--- config.mk ---
export PLATFORM = sky130hd
export DESIGN_NAME = cic_decimator
export DESIGN_NICKNAME = d
export VERILOG_FILES = /design/src/rtl/cic_pkg.sv /design/src/rtl/cic_comb_stage.sv /design/src/rtl/cic_decimator.sv
export SDC_FILE = /design/constraint.sdc
export NUM_CORES = 1
export LEC_CHECK = 0
export BUFFER_PORTS_ARGS = -buffer_cell sky130_fd_sc_hd__buf_2
export CORE_MARGIN = 3
export CORE_UTILIZATION = 50
export CTS_CLUSTER_SIZE = 8
export DETAILED_ROUTE_END_ITERATION = 7
export PLACE_DENSITY_LB_ADDON = 0.2
export SLEW_MARGIN = 20
export SYNTH_ARGS = -nofsm -noshare
export SYNTH_HDL_FRONTEND = slang
export SYNTH_SLANG_ARGS = --single-unit
--- constraint.sdc ---
create_clock -name clk -period 6.6 [get_ports clk]
set_input_delay 0.66 -clock clk [delete_from_list [all_inputs] [get_ports clk]]
set_output_delay 0.66 -clock clk [all_outputs]
set_load 0.03 [all_outputs]
--- src/rtl/cic_pkg.sv ---
`default_nettype none
// ============================================================================
// Module  : cic_pkg
// Purpose : Shared types and helpers for the CIC decimator.
//           - cic_reg_w      : internal register width for a configuration
//           - rate_idx_t     : rate-index type used for rate_log2 handling
//           - cic_clamp_rate : limits a requested rate_log2 to the build max
// Rev     : 1.0  initial release
// ============================================================================
package cic_pkg;

  // Wide enough for log2 of any practical MAX_RATE.
  typedef logic [7:0] rate_idx_t;

  // Bit growth of a CIC is STAGES*log2(R*M); adding it to the input width
  // guarantees the final comb output is exact despite integrator wrap.
  function automatic int cic_reg_w(input int width, input int stages,
                                   input int max_rate, input int diff_delay);
    return width + stages * $clog2(max_rate * diff_delay);
  endfunction

  function automatic rate_idx_t cic_clamp_rate(input rate_idx_t req,
                                               input rate_idx_t max_log2);
    return (req > max_log2) ? max_log2 : req;
  endfunction

endpackage
`default_nettype wire

--- src/rtl/cic_comb_stage.sv ---
`default_nettype none
// ============================================================================
// Module  : cic_comb_stage
// Purpose : One comb section y = x - x[n-DELAY], advanced only by a strobe.
// Ports   : clk, rst      clock and synchronous active-high reset
//           clr           synchronous flush of all section state
//           stb_in, x     strobe and data from the previous section
//           stb_out, y    registered strobe and difference to the next one
// Rev     : 1.0  initial release
// ============================================================================
module cic_comb_stage #(
  parameter int DATA_W = 34,
  parameter int DELAY  = 1
) (
  input  logic                     clk,
  input  logic                     rst,
  input  logic                     clr,
  input  logic                     stb_in,
  input  logic signed [DATA_W-1:0] x,
  output logic                     stb_out,
  output logic signed [DATA_W-1:0] y
);

  logic signed [DATA_W-1:0] dly [DELAY];

  always_ff @(posedge clk) begin
    if (rst || clr) begin
      stb_out <= 1'b0;
      y       <= '0;
      for (int i = 0; i < DELAY; i++) dly[i] <= '0;
    end else begin
      // The strobe always moves one section per cycle; data only on strobes.
      stb_out <= stb_in;
      if (stb_in) begin
        y      <= x - dly[DELAY-1];
        dly[0] <= x;
        for (int i = 1; i < DELAY; i++) dly[i] <= dly[i-1];
      end
    end
  end

endmodule
`default_nettype wire

--- src/rtl/cic_decimator.sv ---
`default_nettype none
// ============================================================================
// Module  : cic_decimator
// Purpose : Single-clock CIC decimator with run-time power-of-two rate and
//           exact gain normalisation.
// Ports   : clk, rst            clock, synchronous active-high reset
//           cfg_load, rate_log2 latch new rate and flush all filter state
//           in_valid, in_data   input sample stream (signed)
//           out_valid, out_data decimated, normalised output stream
//           rate_cur            active rate_log2
// Rev     : 1.0  initial release
// ============================================================================
module cic_decimator
  import cic_pkg::*;
#(
  parameter int WIDTH      = 16,
  parameter int STAGES     = 3,
  parameter int MAX_RATE   = 64,
  parameter int DIFF_DELAY = 1
) (
  input  logic                         clk,
  input  logic                         rst,
  input  logic                         cfg_load,
  input  logic [$clog2(MAX_RATE):0]    rate_log2,
  input  logic                         in_valid,
  input  logic signed [WIDTH-1:0]      in_data,
  output logic                         out_valid,
  output logic signed [WIDTH-1:0]      out_data,
  output logic [$clog2(MAX_RATE):0]    rate_cur
);

  localparam int REG_W    = cic_reg_w(WIDTH, STAGES, MAX_RATE, DIFF_DELAY);
  localparam int MAX_LOG2 = $clog2(MAX_RATE);
  localparam int RATE_W   = MAX_LOG2 + 1;
  localparam int CNT_W    = MAX_LOG2;
  localparam int LOG2M    = $clog2(DIFF_DELAY);

  // --------------------------------------------------------------------------
  // Integrators (input rate)
  // --------------------------------------------------------------------------
  logic signed [REG_W-1:0] in_ext;
  logic signed [REG_W-1:0] integ [STAGES];

  assign in_ext = {{(REG_W-WIDTH){in_data[WIDTH-1]}}, in_data};

  always_ff @(posedge clk) begin
    if (rst || cfg_load) begin
      for (int k = 0; k < STAGES; k++) integ[k] <= '0;
    end else if (in_valid) begin
      integ[0] <= integ[0] + in_ext;
      for (int k = 1; k < STAGES; k++) integ[k] <= integ[k] + integ[k-1];
    end
  end

  // --------------------------------------------------------------------------
  // Rate register, decimation counter and decimation register
  // --------------------------------------------------------------------------
  logic [CNT_W-1:0]        cnt;
  logic [CNT_W:0]          rate_len;
  logic                    block_end;
  logic signed [REG_W-1:0] dec_data;
  logic                    dec_stb;

  assign rate_len  = (CNT_W+1)'(1) << rate_cur;
  assign block_end = (cnt == CNT_W'(rate_len - (CNT_W+1)'(1)));

  always_ff @(posedge clk) begin
    if (rst) begin
      rate_cur <= RATE_W'(MAX_LOG2);
    end else if (cfg_load) begin
      rate_cur <= RATE_W'(cic_clamp_rate(rate_idx_t'(rate_log2),
                                         rate_idx_t'(MAX_LOG2)));
    end
  end

  always_ff @(posedge clk) begin
    if (rst || cfg_load) begin
      cnt      <= '0;
      dec_data <= '0;
      dec_stb  <= 1'b0;
    end else begin
      dec_stb <= 1'b0;
      if (in_valid) begin
        if (block_end) begin
          cnt      <= '0;
          dec_data <= integ[STAGES-1];  // pre-update value by design
          dec_stb  <= 1'b1;
        end else begin
          cnt <= cnt + CNT_W'(1);
        end
      end
    end
  end

  // --------------------------------------------------------------------------
  // Comb pipeline (decimated rate, strobe-enabled)
  // --------------------------------------------------------------------------
  logic signed [REG_W-1:0] comb_data [STAGES+1];
  logic                    comb_stb  [STAGES+1];

  assign comb_data[0] = dec_data;
  assign comb_stb[0]  = dec_stb;

  for (genvar s = 0; s < STAGES; s++) begin : g_comb
    cic_comb_stage #(
      .DATA_W (REG_W),
      .DELAY  (DIFF_DELAY)
    ) u_comb (
      .clk     (clk),
      .rst     (rst),
      .clr     (cfg_load),
      .stb_in  (comb_stb[s]),
      .x       (comb_data[s]),
      .stb_out (comb_stb[s+1]),
      .y       (comb_data[s+1])
    );
  end

  // --------------------------------------------------------------------------
  // Normalisation: DC gain is (R*M)^STAGES, a power of two, so an arithmetic
  // shift divides it out exactly.
  // --------------------------------------------------------------------------
  int                      shift_amt;
  logic signed [WIDTH-1:0] out_next;

  always_comb begin
    shift_amt = STAGES * (int'(rate_cur) + LOG2M);
    out_next  = WIDTH'(comb_data[STAGES] >>> shift_amt);
  end

  always_ff @(posedge clk) begin
    if (rst || cfg_load) begin
      out_valid <= 1'b0;
      out_data  <= '0;
    end else begin
      out_valid <= comb_stb[STAGES];
      if (comb_stb[STAGES]) out_data <= out_next;
    end
  end

endmodule
`default_nettype wire

==> results of run 1 <==
-- power breakdown --
| part | internal (mW) | switching [mW] |
|---|---|---|
| Clock | 1.52 | 1.02 |
| Combinational | 0.253 | 0.377 |
| Sequential | 2.53 | 0.0408 |
-- critical path: stages (launching register included) --
cell	delay [ps]
dfxtp_2	310
buf_4	290
ha_1	310
fa_1	970
inv_1	560
nand2_1	160
o21ai_0	90
a2bb2oi_1	240
mux2i_1	110
a2111oi_0	750
o21ai_1	100
-- final cells by class --
class	instances	share of cell area [%]
Clock buffer	94	5.46
Clock inverter	3	0.179
Inverter	153	2.12
Multi-Input combinational cell	2071	52.8
Sequential cell	374	35.0
Tap cell	664	3.05
Timing Repair Buffer	69	1.44
-- worst max-delay path by stage --
| stage | startpoint | to | slack (ps) | depth (start not counted) |
|---|---|---|---|---|
| 5_1_grt | rate_cur[0] | out_data[2] | 2230 | 10 |
| 6_report | rate_cur[0] | out_data[2] | 2560 | 10 |
| 3_3_place_gp | rate_cur[0] | out_data[2] | 2660 | 12 |
| 3_5_place_dp | in_data[0] | integ[0][32] | 2630 | 13 |
| 2_1_floorplan | cfg_load | integ[0][0] | 2890 | 5 |
| 4_1_cts | rate_cur[0] | out_data[0] | 2620 | 12 |
-- stage by stage --
step | utilization [%] | instance area [µm²]
3_3_place_gp | 52.4 | 25700
2_1_floorplan | - | 24900
3_5_place_dp | 52.4 | 25700
5_1_grt | 55.6 | 27300
4_1_cts | 55.6 | 27300
6_report | 55.6 | 27300
-- per-layer routing --
metal  share of wire, %  GRT usage (%)  up-vias
met5                  0              0        -
met4                3.5           8.24        0
met3                3.4           2.72      129
met2                 49           36.6      359
met1                 44           24.2     9008
li1                   -              -     9881
-- layout by cell type, fill, tap and decap left out, types with 8 or more instances in the layout --
| master | instances |
|---|---|
| o21ai_0 | 124 |
| nor3_1 | 30 |
| nor2_1 | 286 |
| nor4_1 | 8 |
| nand3_1 | 44 |
| a211oi_1 | 53 |
| dfxtp_1 | 166 |
| buf_4 | 19 |
| ha_1 | 209 |
| mux2i_1 | 106 |
| o21bai_1 | 19 |
| o21ai_1 | 55 |
| o211ai_1 | 14 |
| and3_1 | 113 |
| a21o_1 | 93 |
| clkbuf_16 | 53 |
| xor2_1 | 92 |
| clkbuf_1 | 40 |
| and2_1 | 20 |
| nor2b_1 | 29 |
| o21a_1 | 32 |
| mux4_2 | 12 |
| o31ai_1 | 9 |
| nand2_1 | 190 |
| mux2_2 | 11 |
| buf_2 | 50 |
| or3_1 | 13 |
| a21oi_1 | 203 |
| a31oi_1 | 25 |
| inv_1 | 152 |
| a221oi_1 | 9 |
| nand4_1 | 17 |
| edfxtp_1 | 204 |
| xnor2_1 | 89 |
| nand2b_1 | 31 |
-- sequential cells by signal (all words and copies together) (netlist names) --
name / cells
cnt: 6
dec_data: 34
dec_stb: 1
g_comb.u_comb.dly: 102
g_comb.u_comb.stb_out: 3
g_comb.u_comb.y: 102
integ: 102
out_data: 16
out_valid: 1
rate_cur: 7
-- kinds of logic (layout without fill, tap and decap cells) --
logic type               count (synthesis)  in the layout  synth area share [%]
buffers and inverters                  260            319                  4.02
adder cells (fa/ha/maj)                216            216                  11.1
XOR/XNOR                               181            181                  6.37
AO/OA/AOI/OAI                          732            732                  19.0
multiplexers                           129            129                  5.84
flip-flops                             374            374                  38.3
AND/OR/NAND/NOR                        813            813                  15.5
==> out/results.ini, run 1 <==
[worst_setup_path]
worstSetupPathType=register to register
ff2ff_path_depth=10
arrival_ps=4470
reg2reg_from=rate_cur[0]
r2r_slack_ps=2560
end_kind=register
r2r-end=out_data[2]
cp_max_fo=49
start_kind=register
critPathRequiredTime_ps=7030

[timing]
worst_pin_slew_ps=943
rsz0062_at_grt=false
setup_tns_ps=0
max_slew_margin_pct=36.7
timing.fmax_ghz=0.247
skew_ps=19.6
slew_viol_final=0
finalHoldViolCount=0
whs_ps=299
fin_ws_ps=2560
period_needed_ps=4040
finalSetupViolCount=0
fin_crit_sh_pct=61.3

[cells_and_area]
layout-drive-gt1-share_pct=6.69
layout.nets=2965
area_growth_pct=9.52
seq_area_um2=9530
n_fill_cell=4321
n_antenna_cell=0
post_layout_nonfiller_instances=3428
multi_input_area_um2=14400

[global_route]
grt_pass1_vias=18900
grt_pass1_wl_um=90500
antenna_found_initial=0
grt_start_max_net_pins=75
overflow=0
track_usage_pct=20.2

[synthesis]
synth_area_leader_cell=edfxtp_1
syn-mean-instance-area_um2=9.21
synth_edf_count=204
ys_top_cells_by_count=288 x nor2_1, 209 x ha_1, 204 x edfxtp_1, 203 x a21oi_1, 192 x nand2_1
synth_seq_cells=374
synth_area_um2=24900
syn_inst=2705
ys_types=84
ys_seq_area_share_pct=38.3
async_flop_share_pct=0
synth_most_common_cell=nor2_1
syn_nets=2948
yosys_warnings=0
synth.area.top_cells=edfxtp_1 25%, dfxtp_1 14%, ha_1 11%
netlist.area_leader.share_pct=24.6
synth_ff_type=edfxtp_1

[clocking]
cts_buffers=53
clk-insertion-delay-late_ps=590
tritoncts=built
cts_max_path_buffers=3
post_cts_buffers=0
root_buffer=clkbuf_16
clock_sinks=374
hold_buffers=0
cts_resized=0
cts.clk_slew.worst_paths_ps=50
cts_htree_levels=2

[die]
start_util_pct=50.8
dieHeight_um=229
core_um2=49100
dieArea_um2=52500
std_cell_rows=81
io_pins=51
die_x_um=229

[worst_hold_path]
holdPathEnd=rate_cur[1]
min_path_type=input pin to register
hold_path_startpoint=rate_log2[1]
hold_depth=2

[drt]
dr.pass1.iters=5
drtAntennaViolNets=0
routedWlPerCell_um=15.8
drt-initial-drc-count=1037
wirelength_um=54300
avgViaCountPerCell=5.65
vias=19400
drc=0

[placed_design]
port_buffers=50
dp_hpwl_um=40000
gp_congestion=0.934
numPlacedInstances=3331
dp_slack_ps=2630

[pwr]
p_per_area_nw_per_um2=210
ir_drop_uv=169
p_leak_nw=12.1
power_mw=5.73

[job]
drv_cap=0

[outcome]
status=completed

Power figures use the tool's default switching activity.
==> run 2, diff against run 1 <==
Clock period 6.6 ns to 4 ns, I/O delays scaled along.
==> run 2 against run 1 <==
Effect of this change: non-clock buffer count increased by 16; global-route usage grew 0.24 points; combinational power up 67%; largest power group unchanged.
==> out/results.ini, run 2 (synthesis results as in run 1) <==
[clocking]
hold_buffers=0
root_buffer=clkbuf_16
clk-insertion-delay-late_ps=590
clock_sinks=374
cts_max_path_buffers=3
cts_buffers=53
cts.clk_slew.worst_paths_ps=50
cts_htree_levels=2
cts_resized=0
tritoncts=built
post_cts_buffers=0

[drt]
vias=19500
drtAntennaViolNets=0
drt-initial-drc-count=903
routedWlPerCell_um=15.8
wirelength_um=54300
drc=0
dr.pass1.iters=6
avgViaCountPerCell=5.67

[timing]
whs_ps=78.5
timing.fmax_ghz=0.268
fin_crit_sh_pct=93.4
slew_viol_final=0
setup_tns_ps=0
period_needed_ps=3740
rsz0062_at_grt=false
finalHoldViolCount=0
finalSetupViolCount=0
skew_ps=27.8
max_slew_margin_pct=26.5
worst_pin_slew_ps=1100

[cells_and_area]
layout.nets=2981
area_growth_pct=10.0
n_antenna_cell=0
layout-drive-gt1-share_pct=7.20
layout_commonest_cell=nor2_1
n_fill_cell=4379
reg_top3=g_comb.u_comb.dly: 102 flops, g_comb.u_comb.y: 102 flops, integ: 102 flops
mostFrequentLayoutCells=287 x nor2_1, 209 x ha_1, 204 x edfxtp_1, 203 x a21oi_1, 190 x nand2_1
fin_util_pct=55.8

[worst_setup_path]
worstSetupPathType=register to register
arrival_ps=4190
start_kind=register
end_kind=register
cp_max_fo=24
critPathRequiredTime_ps=4460

[pwr]
p_leak_nw=12.2
ir_drop_uv=325
p_per_area_nw_per_um2=344
power_mw=9.41

[global_route]
grt.busiest_layer=met2
grt_start_max_net_pins=54
overflow=0
gr-usage-met2_pct=38.6
grt_pass1_vias=19300
antenna_found_initial=0
track_usage_pct=20.5
use_met3_pct=2.36
use_met1_pct=23.7
grt_pass1_wl_um=91300

[outcome]
status=completed

[placed_design]
gp_congestion=0.890
port_buffers=50
dp_hpwl_um=40900

[die]
dieArea_um2=52500
start_util_pct=50.8
io_pins=51
die_x_um=229
std_cell_rows=81
dieHeight_um=229
core_um2=49100

[job]
drv_cap=0

[worst_hold_path]
min_path_type=input pin to register

[run 2: layer usage]
layer / wire length (µm) / vias to the layer above
met5: 0 / -
met4: 1750 / 0
met3: 1580 / 116
li1: - / 9922
met2: 27800 / 321
met1: 23200 / 9150
[run 2: worst paths after layout]
check	from	endpoint	slack (ps)	cells after the start
max	rate_cur[1]	out_data[10]	260	13
min	rate_log2[0]	rate_cur[0]	80	3
max reg2reg	rate_cur[1]	out_data[10]	260	13
min reg2reg	out_data[4]	out_data[4]	450	2
[run 2: power by group]
group,leakage (nW),total [mW],internal (mW),switching [mW]
registers,3.68,4.24,4.17,0.0669
logic,7.77,1.05,0.423,0.623
clock network,0.726,4.12,2.47,1.65
[run 2: area by class of cell]
class,instances,area [µm²],share of cell area (%)
multi-input combinational,2071,14400,52.5
sequential,374,9530,34.8
clock buffer,92,1470,5.38
tap,664,831,3.03
inverter,153,577,2.11
timing repair buffer,85,529,1.93
clock inverter,4,60.1,0.219
[run 2: critical path, stage by stage (launching register included)]
cell and delay (ps):
dfxtp_1 360, ha_1 230, fa_1 440, a21oi_1 180
o21bai_1 120, a21oi_1 160, o21bai_1 90, xnor2_1 160
and2_1 440, a2bb2oi_1 330, nor3_1 70, a2111oi_0 750
buf_4 220, a21oi_1 70
[run 2: through the flow]
step                      std cells  area [µm²]  worst slack [ps]
after floorplan                2705       24900               379
after global placement         3347       25900               357
after detailed placement       3347       25900               280
after CTS                      3443       27400               272
after global routing           3443       27400              67.3
final                          3443       27400               263
==> run 3, diff against run 2 <==
Settings changed: REMOVE_ABC_BUFFERS set to 1.
==> run 3 against run 2 <==
Effect of this change: core utilization hardly changed; clock power is 2% higher; global-route usage is 0.36 points lower; critical endpoint is now integ[0][56]; highest routed layer unchanged.
==> out/results.ini, run 3 (synthesis results as in run 1) <==
[timing]
period_needed_ps=3680
fin_ws_ps=323
finalSetupViolCount=0
timing.fmax_ghz=0.272
worst_pin_slew_ps=977
max_slew_margin_pct=34.6
rsz0062_at_grt=false
skew_ps=22.9
fin_crit_sh_pct=91.9
slew_viol_final=0
finalHoldViolCount=0

[pwr]
p_per_area_nw_per_um2=346
ir_drop_uv=320
p_leak_nw=12.2

[die]
dieArea_um2=52500
die_x_um=229
dieHeight_um=229
core_um2=49100
std_cell_rows=81
io_pins=51
start_util_pct=50.8

[placed_design]
place_area_um2=25900
dp_slack_ps=418
port_buffers=50
gp_congestion=0.901
dp_hpwl_um=40000

[worst_setup_path]
start_kind=register
ff2ff_path_depth=12
reg2reg_from=integ[0][0]
arrival_ps=4000
worstSetupPathType=register to register
cp_max_fo=4
end_kind=register
critPathRequiredTime_ps=4330
r2r_slack_ps=320
r2r-end=integ[0][56]

[clocking]
clk-insertion-delay-late_ps=600
cts_buffers=53
cts_htree_levels=2
cts_max_path_buffers=3
cts.clk_slew.worst_paths_ps=50
post_cts_buffers=0
tritoncts=built
clock_sinks=374
cts_resized=0
hold_buffers=0
root_buffer=clkbuf_16

[cells_and_area]
area_growth_pct=10.1
layout.nets=2976
final_cell_area_um2=27400
layout_commonest_cell=nor2_1
reg_top3=g_comb.u_comb.dly: 102 flops, g_comb.u_comb.y: 102 flops, integ: 102 flops
n_antenna_cell=0
mostFrequentLayoutCells=287 x nor2_1, 209 x ha_1, 204 x edfxtp_1, 203 x a21oi_1, 190 x nand2_1
layout-drive-gt1-share_pct=7.10

[worst_hold_path]
min_path_type=input pin to register
hold_depth=2
holdPathEnd=rate_cur[1]
hold_path_startpoint=rate_log2[1]

[global_route]
overflow=0
grt_pass1_vias=19100
antenna_found_initial=0
grt_pass1_wl_um=89600
track_usage_pct=20.1
grt_start_max_net_pins=82

[outcome]
status=completed

[drt]
routedWlPerCell_um=15.6
drt-initial-drc-count=881
avgViaCountPerCell=5.61
dr.pass1.iters=5
vias=19300
drc=0
wirelength_um=53600
drtAntennaViolNets=0

[job]
drv_cap=0

## run 3: cell count changes in the layout (fill, tap and decap cells not counted), sizes merged
| cell | delta |
|---|---|
| buf | -5 |
| clkinv | -3 |
| clkbuf | +1 |
| clkinvlp | +1 |
| inv | +1 |
## run 3: how the worst max path moves through the flow
stage	from	to	cells after the start
final	integ[0][0]	integ[0][56]	12
after global placement	in_data[0]	integ[0][32]	14
after global routing	rate_cur[1]	out_data[2]	12
after floorplan	rst	integ[0][33]	6
after CTS	integ[0][34]	integ[0][100]	12
after detailed placement	integ[0][34]	integ[0][100]	12
## run 3: power by group
part | switching, mW | leakage, nW | internal (mW)
clock network | 1.67 | 0.734 | 2.53
logic | 0.623 | 7.76 | 0.424
registers | 0.0668 | 3.68 | 4.17
## run 3: stage by stage
step	power [mW]	instances	TNS, ps	hold WS [ps]	utilization, %
after floorplan	5.11	2598	-211250	439	-
after global placement	5.32	3342	0	432	52.7
after detailed placement	5.36	3342	0	438	52.7
after CTS	9.60	3438	0	30.6	55.9
after global routing	9.88	3438	0	54.0	55.9
final	9.48	3438	0	73.8	55.9
## run 3: routing by layer
metal / share of wire, % / track usage (%)
met1: 43 / 22.5
met2: 51 / 38.4
met3: 2.9 / 2.52
met4: 3.4 / 8.08
met5: 0 / 0
## run 3: area by class of cell
cell class | count | area, µm²
Timing Repair Buffer | 80 | 513
Inverter | 153 | 577
Clock buffer | 93 | 1510
Sequential cell | 374 | 9530
Multi-Input combinational cell | 2071 | 14400
Fill cell | 4387 | 21600
Clock inverter | 3 | 46.3
Tap cell | 664 | 831
## run 3: critical path: stages (launching register included)
cell	delay, ps
edfxtp_1	410
ha_1	260
fa_1	420
a21o_1	180
a21o_1	210
a2111oi_2	660
o41ai_2	230
a21oi_1	330
nand2b_1	120
a21oi_1	270
o21ai_1	130
xnor2_1	150
nor2_1	50
